**src/rtl/display_scan_driver_pkg.sv**
```systemverilog
// Shared constants and state encoding for the display scan driver.
package display_scan_driver_pkg;

  localparam int unsigned REFRESH_DIV_DEFAULT    = 100000;
  localparam int unsigned PRESCALE_WIDTH_DEFAULT = 17;
  localparam int unsigned DISPLAY_WIDTH          = 8;
  localparam int unsigned NIBBLE_WIDTH           = 4;

  typedef enum logic {
    STATE_EMPTY = 1'b0,
    STATE_FULL  = 1'b1
  } state_t;

endpackage

```
**src/rtl/display_scan_driver_refresh_prescaler.sv**
```systemverilog
// Divides the system clock into digit-slot ticks and toggles the digit select.
module refresh_prescaler #(
  parameter int unsigned REFRESH_DIV    = 100000,
  parameter int unsigned PRESCALE_WIDTH = 17
) (
  input  logic clock,
  input  logic resetN,
  output logic tick,
  output logic counter
);

  localparam logic [PRESCALE_WIDTH-1:0] LAST = PRESCALE_WIDTH'(REFRESH_DIV - 1);

  logic [PRESCALE_WIDTH-1:0] prescaler;

  // Wrap is an explicit compare, so REFRESH_DIV need not be a power of two.
  assign tick = (prescaler == LAST);

  always_ff @(posedge clock or negedge resetN) begin
    if (!resetN) begin
      prescaler <= '0;
      counter   <= 1'b0;
    end else if (tick) begin
      prescaler <= '0;
      counter   <= ~counter;
    end else begin
      prescaler <= prescaler + PRESCALE_WIDTH'(1);
    end
  end

endmodule

```
**src/rtl/display_scan_driver.sv**
```systemverilog
// Byte intake with a one-deep pending buffer committed to the display only at frame boundaries.
module display_scan_driver
  import display_scan_driver_pkg::*;
#(
  parameter int unsigned REFRESH_DIV    = REFRESH_DIV_DEFAULT,
  parameter int unsigned PRESCALE_WIDTH = PRESCALE_WIDTH_DEFAULT
) (
  input  logic                     clock,
  input  logic                     resetN,
  input  logic [DISPLAY_WIDTH-1:0] dataIn,
  input  logic                     dataValid,
  output logic                     dataReady,
  output logic                     counter,
  output logic [NIBBLE_WIDTH-1:0]  segment2,
  output logic [NIBBLE_WIDTH-1:0]  segment1,
  output logic                     frameTick
);

  state_t                   state_q, state_d;
  logic                     started_q;
  logic                     tick;
  logic                     boundary;
  logic                     accept;
  logic                     commit;
  logic                     frame_tick_q;
  logic [DISPLAY_WIDTH-1:0] pending_q;
  logic [DISPLAY_WIDTH-1:0] display_q;

  refresh_prescaler #(
    .REFRESH_DIV    (REFRESH_DIV),
    .PRESCALE_WIDTH (PRESCALE_WIDTH)
  ) u_prescaler (
    .clock   (clock),
    .resetN  (resetN),
    .tick    (tick),
    .counter (counter)
  );

  // End of slot B: both digits have been scanned since the last boundary.
  assign boundary = tick & counter;

  // started_q keeps ready low until the first edge after reset release.
  assign dataReady = started_q & (state_q == STATE_EMPTY);
  assign accept    = dataValid & dataReady;
  assign commit    = (state_q == STATE_FULL) & boundary;

  always_comb begin
    state_d = state_q;
    case (state_q)
      STATE_EMPTY: if (accept) state_d = STATE_FULL;
      STATE_FULL:  if (boundary) state_d = STATE_EMPTY;
      default:     state_d = STATE_EMPTY;
    endcase
  end

  always_ff @(posedge clock or negedge resetN) begin
    if (!resetN) begin
      state_q      <= STATE_EMPTY;
      started_q    <= 1'b0;
      frame_tick_q <= 1'b0;
      pending_q    <= '0;
      display_q    <= '0;
    end else begin
      state_q      <= state_d;
      started_q    <= 1'b1;
      frame_tick_q <= boundary;
      if (accept) pending_q <= dataIn;
      if (commit) display_q <= pending_q;
    end
  end

  assign frameTick = frame_tick_q;
  assign segment2  = display_q[DISPLAY_WIDTH-1:NIBBLE_WIDTH];
  assign segment1  = display_q[NIBBLE_WIDTH-1:0];

endmodule

```
**config.mk**
```make
export PLATFORM = sky130hd
export DESIGN_NAME = display_scan_driver
export DESIGN_NICKNAME = d
export VERILOG_FILES = /design/src/rtl/display_scan_driver_pkg.sv /design/src/rtl/display_scan_driver_refresh_prescaler.sv /design/src/rtl/display_scan_driver.sv
export SDC_FILE = /design/constraint.sdc
export NUM_CORES = 1
export LEC_CHECK = 0
export ABC_CLOCK_PERIOD_IN_PS = 3700
export CORE_UTILIZATION = 64
export DETAILED_ROUTE_END_ITERATION = 10
export DONT_BUFFER_PORTS = 1
export PLACE_DENSITY = 0.8
export SYNTH_ARGS = -nofsm -noshare
export SYNTH_HDL_FRONTEND = slang
export SYNTH_SLANG_ARGS = --single-unit
```
**constraint.sdc**
```tcl
create_clock -name clock -period 3.7 [get_ports clock]
set_input_delay 0.185 -clock clock [delete_from_list [all_inputs] [get_ports clock]]
set_output_delay 0.185 -clock clock [all_outputs]
set_load 0.03 [all_outputs]
```
# Word level (Yosys, flattened, before mapping)
# Index checks and enable logic that the tools add are counted.
[totals]
out_inout_bits = 11
register_bits = 37
wordCells = 19
input_bits = 11
[op_classes]
bitwise_logic = 6
eq_ne = 1
muxes = 4
add_sub_neg = 1
[op_table]
columns = ["operator", "count"]
rows = [
  ["17-bit by 1-bit adder with 17-bit output (second input constant)", 1],
  ["17-bit equality test (second input constant)", 1],
  ["17-bit two-way mux", 1],
  ["1-bit AND", 4],
  ["1-bit two-way mux", 2],
  ["1-bit inverter", 2],
  ["1-bit case mux with 2 select lines", 1],
]

# Logic depth before layout (Yosys ltp)
# Gate-level depths: netlist of run 1.
[logic_depth]
depth_word = 5
depth_mapped = 7
mapped_depth_nobuf = 5

# Modules after synthesis
# Synthesis of run 1 repeated with hierarchy kept, for this count alone.
[unflattened]
hier_cells = 119
area_unflattened_um2 = 1559.0
[by_module_without_submodules]
columns = ["module", "instances", "cells_each", "area_per_inst_um2", "seq_area_each_um2"]
rows = [
  ["refresh_prescaler", 1, 77, 845.8, 450.4],
  ["display_scan_driver", 1, 42, 713.2, 475.5],
]

# Worst setup path after synthesis of run 1
# No wires, ideal clock.
[synth_timing]
path_kind = "register to register"
startpoint = "register u_prescaler.prescaler[0]"
endpoint = "register display_q[0]"
stages_incl_launch_ff = 8
period_less_slack_ps = 2292
arrival_ps = 2167
setup_ps = 125
setup_slack_ps = 1408
required_time_ps = 3575
path_buffers = 2
cell_sequence = "dfrtp_1 > ha_1 > buf_2 > or4bb_1 > nor4_4 > and3_1 > buf_6 > mux2_4"
[synth_via]
elab_chain_len = 3
[synth_lines]
columns = ["element", "line", "text"]
rows = [
  ["start: declaration", "display_scan_driver_refresh_prescaler.sv:14", "logic [PRESCALE_WIDTH-1:0] prescaler;"],
  ["start signal: assignment", "display_scan_driver_refresh_prescaler.sv:27", "prescaler <= prescaler + PRESCALE_WIDTH'(1);"],
  ["17-bit equality test", "display_scan_driver_refresh_prescaler.sv:17", "assign tick = (prescaler == LAST);"],
  ["1-bit AND", "display_scan_driver.sv:40", "assign boundary = tick & counter;"],
  ["1-bit AND", "display_scan_driver.sv:45", "assign commit = (state_q == STATE_FULL) & boundary;"],
  ["end signal: assignment", "display_scan_driver.sv:68", "if (commit) display_q <= pending_q;"],
  ["end: declaration", "display_scan_driver.sv:27", "logic [DISPLAY_WIDTH-1:0] display_q;"],
]
# Every way passes these cells.
# A chain may end at the register's enable or synchronous reset.

# Final worst setup path of run 1
[layout_timing]
startpoint = "register u_prescaler.prescaler[0]"
endpoint = "register display_q[3]"
# The elaborated chain is that of the path after synthesis.

==> results.sh, run 1 <==
export IMPL_post_drt_wl_per_cell_um=17.9
export IMPL_area_growth_pct=13.1
export IMPL_synth_edf_count=0
export IMPL_rsz0062_at_grt="no"
export IMPL_rows=17
export IMPL_p_int_mw=0.574
export IMPL_firstDrtPassIters=8
export IMPL_peakVddDrop_mv=0.431
export IMPL_diodes=0
export IMPL_start_util_pct=70.9
export IMPL_placed_cell_area_um2=1640
export IMPL_violations="design-rule violations"
export IMPL_grt_overflow=0
export IMPL_hpwl_mm=1.89
export IMPL_cp_arrival_ns=3.06
export IMPL_timing_rr_start="u_prescaler.prescaler[0]"
export IMPL_synthCells=126
export IMPL_synth_cell_types=31
export IMPL_first_iter_violations=29
export IMPL_num_fill_cells=130
export IMPL_ys_seq_area_share_pct=56.9
export IMPL_maxCapViolCount=0
export IMPL_min_delay_start="dataValid"
export IMPL_post_route_period_util_pct=76.3
export IMPL_critPathMaxFanout=10
export IMPL_cp_required_ns=3.94
export IMPL_skew_ns=0.0141
export IMPL_grt_pass1_wl_mm=4.89
export IMPL_ys_warn_count=0
export IMPL_clk_latency_ns=0.35
export IMPL_post_cts_buffers=0
export IMPL_port_buffers=0
export IMPL_p_comb_share_pct=2.5
export IMPL_setup_worst_path_start_class="flop"
export IMPL_multi_input_area_um2=674
export IMPL_clockRootBuffer="clkbuf_4"
export IMPL_path_class="flop to flop"
export IMPL_yosys_most_used_dff="dfrtp_1"
export IMPL_setup_slack_ns=0.876
export IMPL_hold_viol_final=0
export IMPL_post_synth_top_area_fraction_pct=56.9
export IMPL_final_cell_area_um2=1840
export IMPL_synth_most_common_cell="dfrtp_1"
export IMPL_async_flop_share_pct=100
export IMPL_io_pins=22
export IMPL_r2r_end="display_q[3]"
export IMPL_max_freq_mhz=354
export IMPL_regToRegSetupSlack_ns=0.88
export IMPL_slew_viol_final=0
export IMPL_viasPerCell=6.32
export IMPL_yosys_top_cells_count="dfrtp_1 (37), nand4_1 (10), nor2_1 (9)"
export IMPL_regArea_um2=926
export IMPL_min_to="state_q"
export IMPL_vias=1068
export IMPL_wl_mm=3.02
export IMPL_p_leak_nw=0.855
export IMPL_p_switching_mw=0.143
export IMPL_syn_area_per_cell_um2=12.9
export IMPL_slew_headroom_pct=58.6
export IMPL_h_tree_depth=2
export IMPL_setup_viol=0
export IMPL_synth_net_count=138
export IMPL_synth_cell_area_um2=1630
export IMPL_ff2ff_path_depth=5
export IMPL_min_path_cells=2
export IMPL_die_w_um=52.4
export IMPL_cp_end_kind="flop"
export IMPL_path_clk_slew_ns=0.12
export IMPL_drt_antenna_violating_nets=0
export IMPL_pwr_density_cell_nw_per_um2=389
export IMPL_grt_pass1_vias=1014
export IMPL_hold_class="primary input to flop"
export IMPL_die_height_um=52.4
export IMPL_final_min_clock_period_ns=2.82
export IMPL_cts_buffer_depth=2
export IMPL_fin_hold_ws_ns=0.236
export IMPL_nets=152
export IMPL_gp_congestion=0.969
export IMPL_p_sw_share_pct=20.0
export IMPL_seqPwrFrac_pct=56.4
export IMPL_drc=1
export IMPL_core_um2=2300
export IMPL_dieArea_um2=2750
export IMPL_synth_area_leaders="dfrtp_1 (57%), mux2_4 (7.4%), mux2_2 (5.5%)"
export IMPL_pre_cts_slack_ns=0.899
export IMPL_tns_ns=0
export IMPL_tritoncts="done"
export IMPL_grt_usage_pct=26.1
export IMPL_synth_top_area_cell="dfrtp_1"
export IMPL_status="finished, violations left"
export IMPL_cts_made_buffers=5
export IMPL_drive_gt1_share_pct=20.6
export IMPL_grt_max_degree=38
export IMPL_ys_ff_latch=37
export IMPL_tightest_slew_ns=0.619
export IMPL_cts_sinks=37
export IMPL_clkPwrFrac_pct=41.0
export IMPL_antenna_found_initial=0
[worst max-delay path, stage by stage, from the launching register on]
cell and delay [ns]:
dfrtp_1 0.46, ha_1 0.40, or4bb_1 0.49, nor4_4 0.42, and3_1 0.58, mux2_4 0.35
[cells in the final DEF (no fill, tap or decap)]
cell / n
nor4_4: 1
or4bb_1: 1
or3_1: 1
inv_1: 2
o21ai_0: 2
nor2_1: 9
and2b_2: 1
mux2_2: 8
nand4_1: 10
and4_1: 1
dfrtp_1: 37
nor4_1: 2
nand2_1: 5
or4b_4: 1
clkbuf_4: 5
bufinv_16: 1
and2_2: 1
nand4bb_1: 1
conb_1: 1
and3_1: 4
dlygate4sd3_1: 9
a21oi_1: 2
nand3_1: 5
xor2_1: 7
o31ai_1: 1
ha_1: 1
clkinvlp_4: 1
clkbuf_8: 1
nor4b_1: 2
nor2b_1: 1
mux2_4: 8
or4_1: 1
xnor2_1: 7
buf_12: 1
[timing repair]
action / in CTS / in global routing
resized for setup: 0 / 0
hold buffers: 10 / 0
endpoints found under the hold margin: 45 / 0
[flip-flops by register name, summed over array words and instances, names as in the netlist]
register	count
display_q	8
frameTick	1
pending_q	8
started_q	1
state_q	1
u_prescaler.counter	1
u_prescaler.prescaler	17
[worst max path at each step]
stage | startpoint | end | slack (ns) | cells past startpoint
after floorplan | u_prescaler.prescaler[0] | display_q[0] | 1.41 | 7
after global placement | u_prescaler.prescaler[0] | display_q[6] | 1.08 | 5
after detailed placement | u_prescaler.prescaler[0] | display_q[3] | 0.90 | 5
after CTS | u_prescaler.prescaler[0] | display_q[3] | 0.91 | 5
after global routing | u_prescaler.prescaler[0] | display_q[3] | 0.73 | 5
final | u_prescaler.prescaler[0] | display_q[3] | 0.88 | 5
[per-layer routing]
metal  wire, µm  track usage (%)  part of all wire [%]  up-vias
met5          0                0                     0        -
met4         99             10.5                   3.3        0
met3        224             9.86                   7.4       19
met2       1460             42.2                    48       61
met1       1240             31.2                    41      506
li1           -                -                     -      482
[power by group through the flow]
stage	Sequential (mW)	Clock, mW	Combinational (mW)
2_1_floorplan	0.413	0	0.000334
3_3_place_gp	0.413	0	0.000334
3_5_place_dp	0.413	0	0.000333
4_1_cts	0.405	0.302	0.0180
5_1_grt	0.405	0.321	0.0203
6_report	0.405	0.294	0.0180
[kinds of logic after synthesis]
group	share of synthesized area, %
simple gates	18.3
mux	12.9
buf+inv	1.69
flops	56.9
xor+xnor	7.53
compound gates	1.69
other cells	0.230
fa+ha+maj	0.769
[per-stage QoR]
step	utilization [%]	total power [mW]	cells
global placement	71.5	0.413	151
CTS	80.2	0.725	169
floorplan	-	0.413	126
detailed placement	71.5	0.413	151
finish	80.2	0.717	169
global route	80.2	0.747	169
[layout make-up]
type	count	area share [%]
Tap cell	28	1.90
Clock inverter	2	2.04
Multi-Input combinational cell	84	36.6
Sequential cell	37	50.3
Clock buffer	6	2.79
Timing Repair Buffer	10	5.98
Inverter	2	0.408
No activity file was read; power rests on OpenSTA's default activity.
==> inputs of run 2 (changes only) <==
Settings changed: ABC_AREA from default to 1, ABC_CLOCK_PERIOD_IN_PS 3700 to 2850, CORE_UTILIZATION 64 to 62, PLACE_DENSITY 0.8 to 0.78.
Clock period 3.7 ns to 2.85 ns, I/O delays scaled along.
==> results.sh, run 2 <==
export IMPL_status="finished, final reports clean"
export IMPL_area_growth_pct=10.8
export IMPL_post_route_period_util_pct=69.5
export IMPL_synth_edf_count=0
export IMPL_max_freq_mhz=505
export IMPL_vias=1334
export IMPL_cts_made_buffers=5
export IMPL_synthSimpleGateAreaFrac_pct=31.2
export IMPL_cp_end_kind="flop"
export IMPL_final_min_clock_period_ns=1.98
export IMPL_io_pins=22
export IMPL_setup_worst_path_start_class="flop"
export IMPL_top_register="u_prescaler.prescaler"
export IMPL_tightest_slew_ns=0.656
export IMPL_h_tree_depth=2
export IMPL_mostFrequentLayoutCell="nand2_1"
export IMPL_post_drt_wl_per_cell_um=14.9
export IMPL_fin_hold_ws_ns=0.222
export IMPL_reg_top3="u_prescaler.prescaler: 17 flops, display_q: 8 flops, pending_q: 8 flops"
export IMPL_rows=19
export IMPL_setup_viol=0
export IMPL_drt_antenna_violating_nets=0
export IMPL_die_height_um=56.3
export IMPL_synth_compound_area_share_pct=1.23
export IMPL_synth_area_leaders="dfrtp_1 (51%), nand2_1 (8.2%), nor2_1 (5.3%)"
export IMPL_regToRegSetupSlack_ns=0.87
export IMPL_synth_cell_types=28
export IMPL_ys_seq_area_share_pct=50.7
export IMPL_synth_net_count=204
export IMPL_antenna_found_initial=0
export IMPL_slew_viol_final=0
export IMPL_yosys_most_used_dff="dfrtp_1"
export IMPL_hpwl_mm=2.48
export IMPL_hold_class="primary input to flop"
export IMPL_skew_ns=0.0125
export IMPL_path_clk_slew_ns=0.11
export IMPL_critPathMaxFanout=11
export IMPL_largest_register_ffs=17
export IMPL_clockRootBuffer="clkbuf_4"
export IMPL_wl_mm=3.55
export IMPL_synth_top_family_by_area="simple AND/OR/NAND/NOR gates"
export IMPL_dieArea_um2=3170
export IMPL_start_util_pct=65.6
export IMPL_gp_congestion=0.935
export IMPL_yosys_top_cells_count="nand2_1 (40), dfrtp_1 (37), nor2_1 (26)"
export IMPL_cts_resized=0
export IMPL_r2r_end="pending_q[3]"
export IMPL_p_leak_nw=1.05
export IMPL_slew_headroom_pct=56.3
export IMPL_viasPerCell=5.61
export IMPL_hold_viol_final=0
export IMPL_min_to="state_q"
export IMPL_power_mw=0.932
export IMPL_crit_chain="nor2_1 -> nand2_1 -> mux2_2"
export IMPL_rsz0062_at_grt="no"
export IMPL_grt_pass1_vias=1359
export IMPL_synth_top_area_cell="dfrtp_1"
export IMPL_nets=218
export IMPL_ff2ff_path_depth=3
export IMPL_min_path_cells=2
export IMPL_synth_cell_area_um2=1830
export IMPL_pwr_density_cell_nw_per_um2=461
export IMPL_min_delay_start="dataValid"
export IMPL_synthCells=192
export IMPL_grt_usage_pct=25.7
export IMPL_maxCapViolCount=0
export IMPL_cp_arrival_ns=2.22
export IMPL_core_um2=2780
export IMPL_drc=0
export IMPL_ys_warn_count=0
export IMPL_placed_cell_area_um2=1820
export IMPL_post_route_util_pct=72.7
export IMPL_cp_required_ns=3.09
export IMPL_cts_buffer_depth=2
export IMPL_die_w_um=56.3
export IMPL_layout_common_cells="nand2_1 (40), dfrtp_1 (37), nor2_1 (26)"
export IMPL_timing_rr_start="state_q"
export IMPL_synthAdderAreaFrac_pct=0.685
export IMPL_first_iter_violations=63
export IMPL_peakVddDrop_mv=0.509
export IMPL_drive_gt1_share_pct=18.8
export IMPL_firstDrtPassIters=4
export IMPL_cts_sinks=37
export IMPL_port_buffers=0
export IMPL_tritoncts="done"
export IMPL_diodes=0
export IMPL_grt_overflow=0
export IMPL_synth_xor_area_share_pct=4.32
export IMPL_worst_path_max_delay_cell="dfrtp_1"
export IMPL_synth_most_common_cell="nand2_1"
export IMPL_grt_max_degree=38
export IMPL_critical_path_buf_inv_count=0
export IMPL_slowest_delay_ns=0.54
export IMPL_final_cell_area_um2=2020
export IMPL_clk_latency_ns=0.35
export IMPL_ys_ff_latch=37
export IMPL_tns_ns=0
export IMPL_post_synth_top_area_fraction_pct=50.7
export IMPL_async_flop_share_pct=100
export IMPL_path_class="flop to flop"
export IMPL_path_delay_family="simple AND/OR/NAND/NOR gates"
export IMPL_syn_area_per_cell_um2=9.51
export IMPL_synthMuxAreaShare_pct=4.93
export IMPL_grt_pass1_wl_mm=6.06
-- run 2: stage by stage --
step / instances / setup slack (ns)
4_1_cts: 238 / 0.880
3_5_place_dp: 220 / 0.890
2_1_floorplan: 192 / 1.24
6_report: 238 / 0.868
3_3_place_gp: 220 / 0.960
5_1_grt: 238 / 0.737
-- run 2: layout make-up --
| cell class | count | area, µm² |
|---|---|---|
| multi-input combinational | 130 | 777 |
| fill | 201 | 758 |
| clock inverter | 2 | 37.5 |
| clock buffer | 6 | 51.3 |
| timing repair buffer | 10 | 110 |
| sequential | 37 | 926 |
| inverter | 22 | 82.6 |
| tap | 31 | 38.8 |
-- run 2: logic make-up after synthesis --
logic type	after synthesis
compound gates	4
buf+inv	25
mux	8
flops	37
other cells	1
simple gates	107
xor+xnor	9
fa+ha+maj	1
-- run 2: worst max-delay path by stage --
stage,to,slack [ns],depth (start not counted),start
3_5_place_dp,pending_q[4],0.89,3,state_q
4_1_cts,pending_q[4],0.88,3,state_q
2_1_floorplan,pending_q[0],1.24,3,state_q
6_report,pending_q[3],0.87,3,state_q
3_3_place_gp,pending_q[6],0.96,3,state_q
5_1_grt,pending_q[4],0.74,3,state_q
-- run 2: routing by layer --
layer	up-vias	part of all wire, %	track usage [%]
met5	-	0	0
met4	0	1.7	10.8
met3	6	6.3	7.60
met2	42	52	44.6
met1	639	40	29.6
li1	647	-	-
-- run 2: worst reg2reg max path: cells and delay by family (launching register included) --
family | cells | cell delay [ns]
and+or+nand+nor | 2 | 0.96
DFF | 1 | 0.54
muxes | 1 | 0.39
-- run 2: what timing repair did --
item	CTS	global route
hold endpoints to repair	45	0
hold buffers	10	0
setup buffers	0	0
-- run 2: report_power, final --
part | total [mW] | switching, mW | internal, mW
sequential | 0.526 | 0.000143 | 0.525
clock | 0.384 | 0.175 | 0.208
combinational | 0.0233 | 0.0120 | 0.0112
==> inputs of run 3 (changes only) <==
Settings changed: ABC_AREA 1 to 0, ABC_CLOCK_PERIOD_IN_PS 2850 to 1900, CORE_UTILIZATION 62 to 61, PLACE_DENSITY 0.78 to 0.77.
Clock period 2.85 ns to 1.9 ns, I/O delays scaled along.
==> results.sh, run 3 (same netlist as run 1, synthesis figures left out) <==
export IMPL_r2r_end="display_q[5]"
export IMPL_p_sw_share_pct=21.2
export IMPL_grt_pass1_wl_mm=4.86
export IMPL_tritoncts="done"
export IMPL_viasPerCell=5.87
export IMPL_num_fill_cells=160
export IMPL_nets=168
export IMPL_dp_cells=168
export IMPL_io_pins=22
export IMPL_vias=1097
export IMPL_cp_end_kind="flop"
export IMPL_setup_viol=8
export IMPL_fin_cells=187
export IMPL_worst_path_max_delay_cell="or4b_4"
export IMPL_firstDrtPassIters=4
export IMPL_pwr_density_cell_nw_per_um2=615
export IMPL_hold_class="primary input to asynchronous set/reset pin"
export IMPL_maxCapViolCount=0
export IMPL_slowest_delay_ns=0.55
export IMPL_grt_overflow=0
export IMPL_critical_path_buf_inv_count=1
export IMPL_crit_path_start="u_prescaler.prescaler[12]"
export IMPL_first_iter_violations=25
export IMPL_critPathMaxFanout=8
export IMPL_hpwl_mm=2.00
export IMPL_reg_top3="u_prescaler.prescaler: 17 flops, display_q: 8 flops, pending_q: 8 flops"
export IMPL_drc=0
export IMPL_cts_made_buffers=5
export IMPL_path_class="flop to flop"
export IMPL_p_int_mw=0.946
export IMPL_drive_gt1_share_pct=29.9
export IMPL_wl_mm=3.03
export IMPL_post_route_period_util_pct=104
export IMPL_h_tree_depth=2
export IMPL_cts_sinks=37
export IMPL_area_growth_pct=19.8
export IMPL_die_height_um=53.7
export IMPL_dieArea_um2=2880
export IMPL_power_mw=1.20
export IMPL_largest_register_ffs=17
export IMPL_status="finished, violations left"
export IMPL_setup_slack_ns=-0.0816
export IMPL_rsz0062_at_grt="yes"
export IMPL_final_cell_area_um2=1950
export IMPL_diodes=0
export IMPL_rows=18
export IMPL_clkPwrFrac_pct=31.4
export IMPL_slew_viol_final=0
export IMPL_peakVddDrop_mv=0.545
export IMPL_antenna_found_initial=0
export IMPL_use_met2_pct=40.6
export IMPL_grt_max_degree=38
export IMPL_ff2ff_path_depth=5
export IMPL_clk_latency_ns=0.33
export IMPL_seqPwrFrac_pct=65.7
export IMPL_max_freq_mhz=505
export IMPL_placed_cell_area_um2=1770
export IMPL_top_usage_layer="met2"
export IMPL_start_util_pct=65.1
export IMPL_setup_worst_path_start_class="flop"
export IMPL_grt_use_met1_pct=29.9
export IMPL_violations="negative setup slack"
export IMPL_die_w_um=53.7
export IMPL_core_um2=2500
export IMPL_top_register="u_prescaler.prescaler"
export IMPL_gp_congestion=0.907
export IMPL_tns_ns=-0.617
export IMPL_grtUsageMet3_pct=7.91
export IMPL_hold_viol_final=0
export IMPL_cp_required_ns=2.12
export IMPL_path_clk_slew_ns=0.11
export IMPL_clockRootBuffer="clkbuf_4"
export IMPL_post_route_util_pct=78.0
export IMPL_port_buffers=0
export IMPL_p_leak_nw=0.928
export IMPL_final_min_clock_period_ns=1.98
export IMPL_post_drt_wl_per_cell_um=16.2
export IMPL_crit_chain="or4b_4 -> nor4_4 -> and3_4 -> buf_12 -> mux2_4"
export IMPL_p_switching_mw=0.254
export IMPL_mostFrequentLayoutCell="dfrtp_1"
export IMPL_timing_rr_start="u_prescaler.prescaler[12]"
export IMPL_cp_arrival_ns=2.20
export IMPL_grt_usage_pct=25.0
export IMPL_layout_common_cells="dfrtp_1 (37), buf_4 (15), nand4_1 (10)"
export IMPL_p_comb_share_pct=2.9
export IMPL_grt_pass1_vias=1055
export IMPL_path_delay_family="simple AND/OR/NAND/NOR gates"
export IMPL_drt_antenna_violating_nets=0
export IMPL_skew_ns=0.00771
export IMPL_regToRegSetupSlack_ns=-0.08
export IMPL_cts_buffer_depth=2
## run 3: cell types whose count changed in the layout (fill, tap and decap cells not counted), moves of 6 or more
cell     delta
nand2_1    -35
inv_2       -8
inv_1      -12
nor3_1      -6
xnor2_1     +6
nor2_1     -17
mux2_4      +8
buf_4      +15
## run 3: worst reg2reg max path, stage by stage, from the launching register on
cell and delay [ns]:
dfrtp_1 0.41, or4b_4 0.55, nor4_4 0.25, and3_4 0.24
buf_12 0.13, mux2_4 0.30
## run 3: metrics by stage
stage | hold slack, ns | setup slack [ns]
CTS | 0.183 | -0.103
global placement | -0.200 | -0.108
floorplan | -0.201 | -0.358
detailed placement | -0.200 | -0.138
global route | 0.194 | -0.110
finish | 0.198 | -0.0816
## run 3: worst max path at each step
stage / cells past startpoint / slack (ns) / endpoint
floorplan: 7 / -0.36 / display_q[0]
global placement: 5 / -0.11 / display_q[0]
detailed placement: 5 / -0.14 / display_q[1]
CTS: 5 / -0.10 / display_q[1]
global route: 5 / -0.11 / display_q[1]
finish: 5 / -0.08 / display_q[5]
## run 3: area by class of cell
| class | count | area [µm²] | area share, % |
|---|---|---|---|
| clock inverters | 2 | 10.0 | 0.513 |
| inverters | 2 | 7.51 | 0.385 |
| multi-input cells | 84 | 686 | 35.2 |
| clock buffers | 6 | 41.3 | 2.12 |
| well taps | 30 | 37.5 | 1.92 |
| flip-flops and latches | 37 | 926 | 47.5 |
| repair buffers | 26 | 243 | 12.4 |
## run 3: power by group through the flow
stage / combinational, mW / clock, mW / sequential (mW)
floorplan: 0.000651 / 0 / 0.804
global placement: 0.000651 / 0 / 0.804
detailed placement: 0.000650 / 0 / 0.804
CTS: 0.0352 / 0.399 / 0.788
global route: 0.0396 / 0.434 / 0.789
finish: 0.0347 / 0.377 / 0.788
## run 3: what timing repair did
action | in CTS | in global routing
resized for setup | 1 | 2
pin swaps | 1 | 1
setup endpoints to repair | 8 | 10
setup buffers | 1 | 1
hold buffers | 10 | 0
hold endpoints to repair | 45 | 0
## run 3: per-layer routing
metal	up-vias	part of all wire (%)
li1	512	-
met1	534	43
met2	47	51
met3	4	5.7
met4	0	0.73
met5	-	0
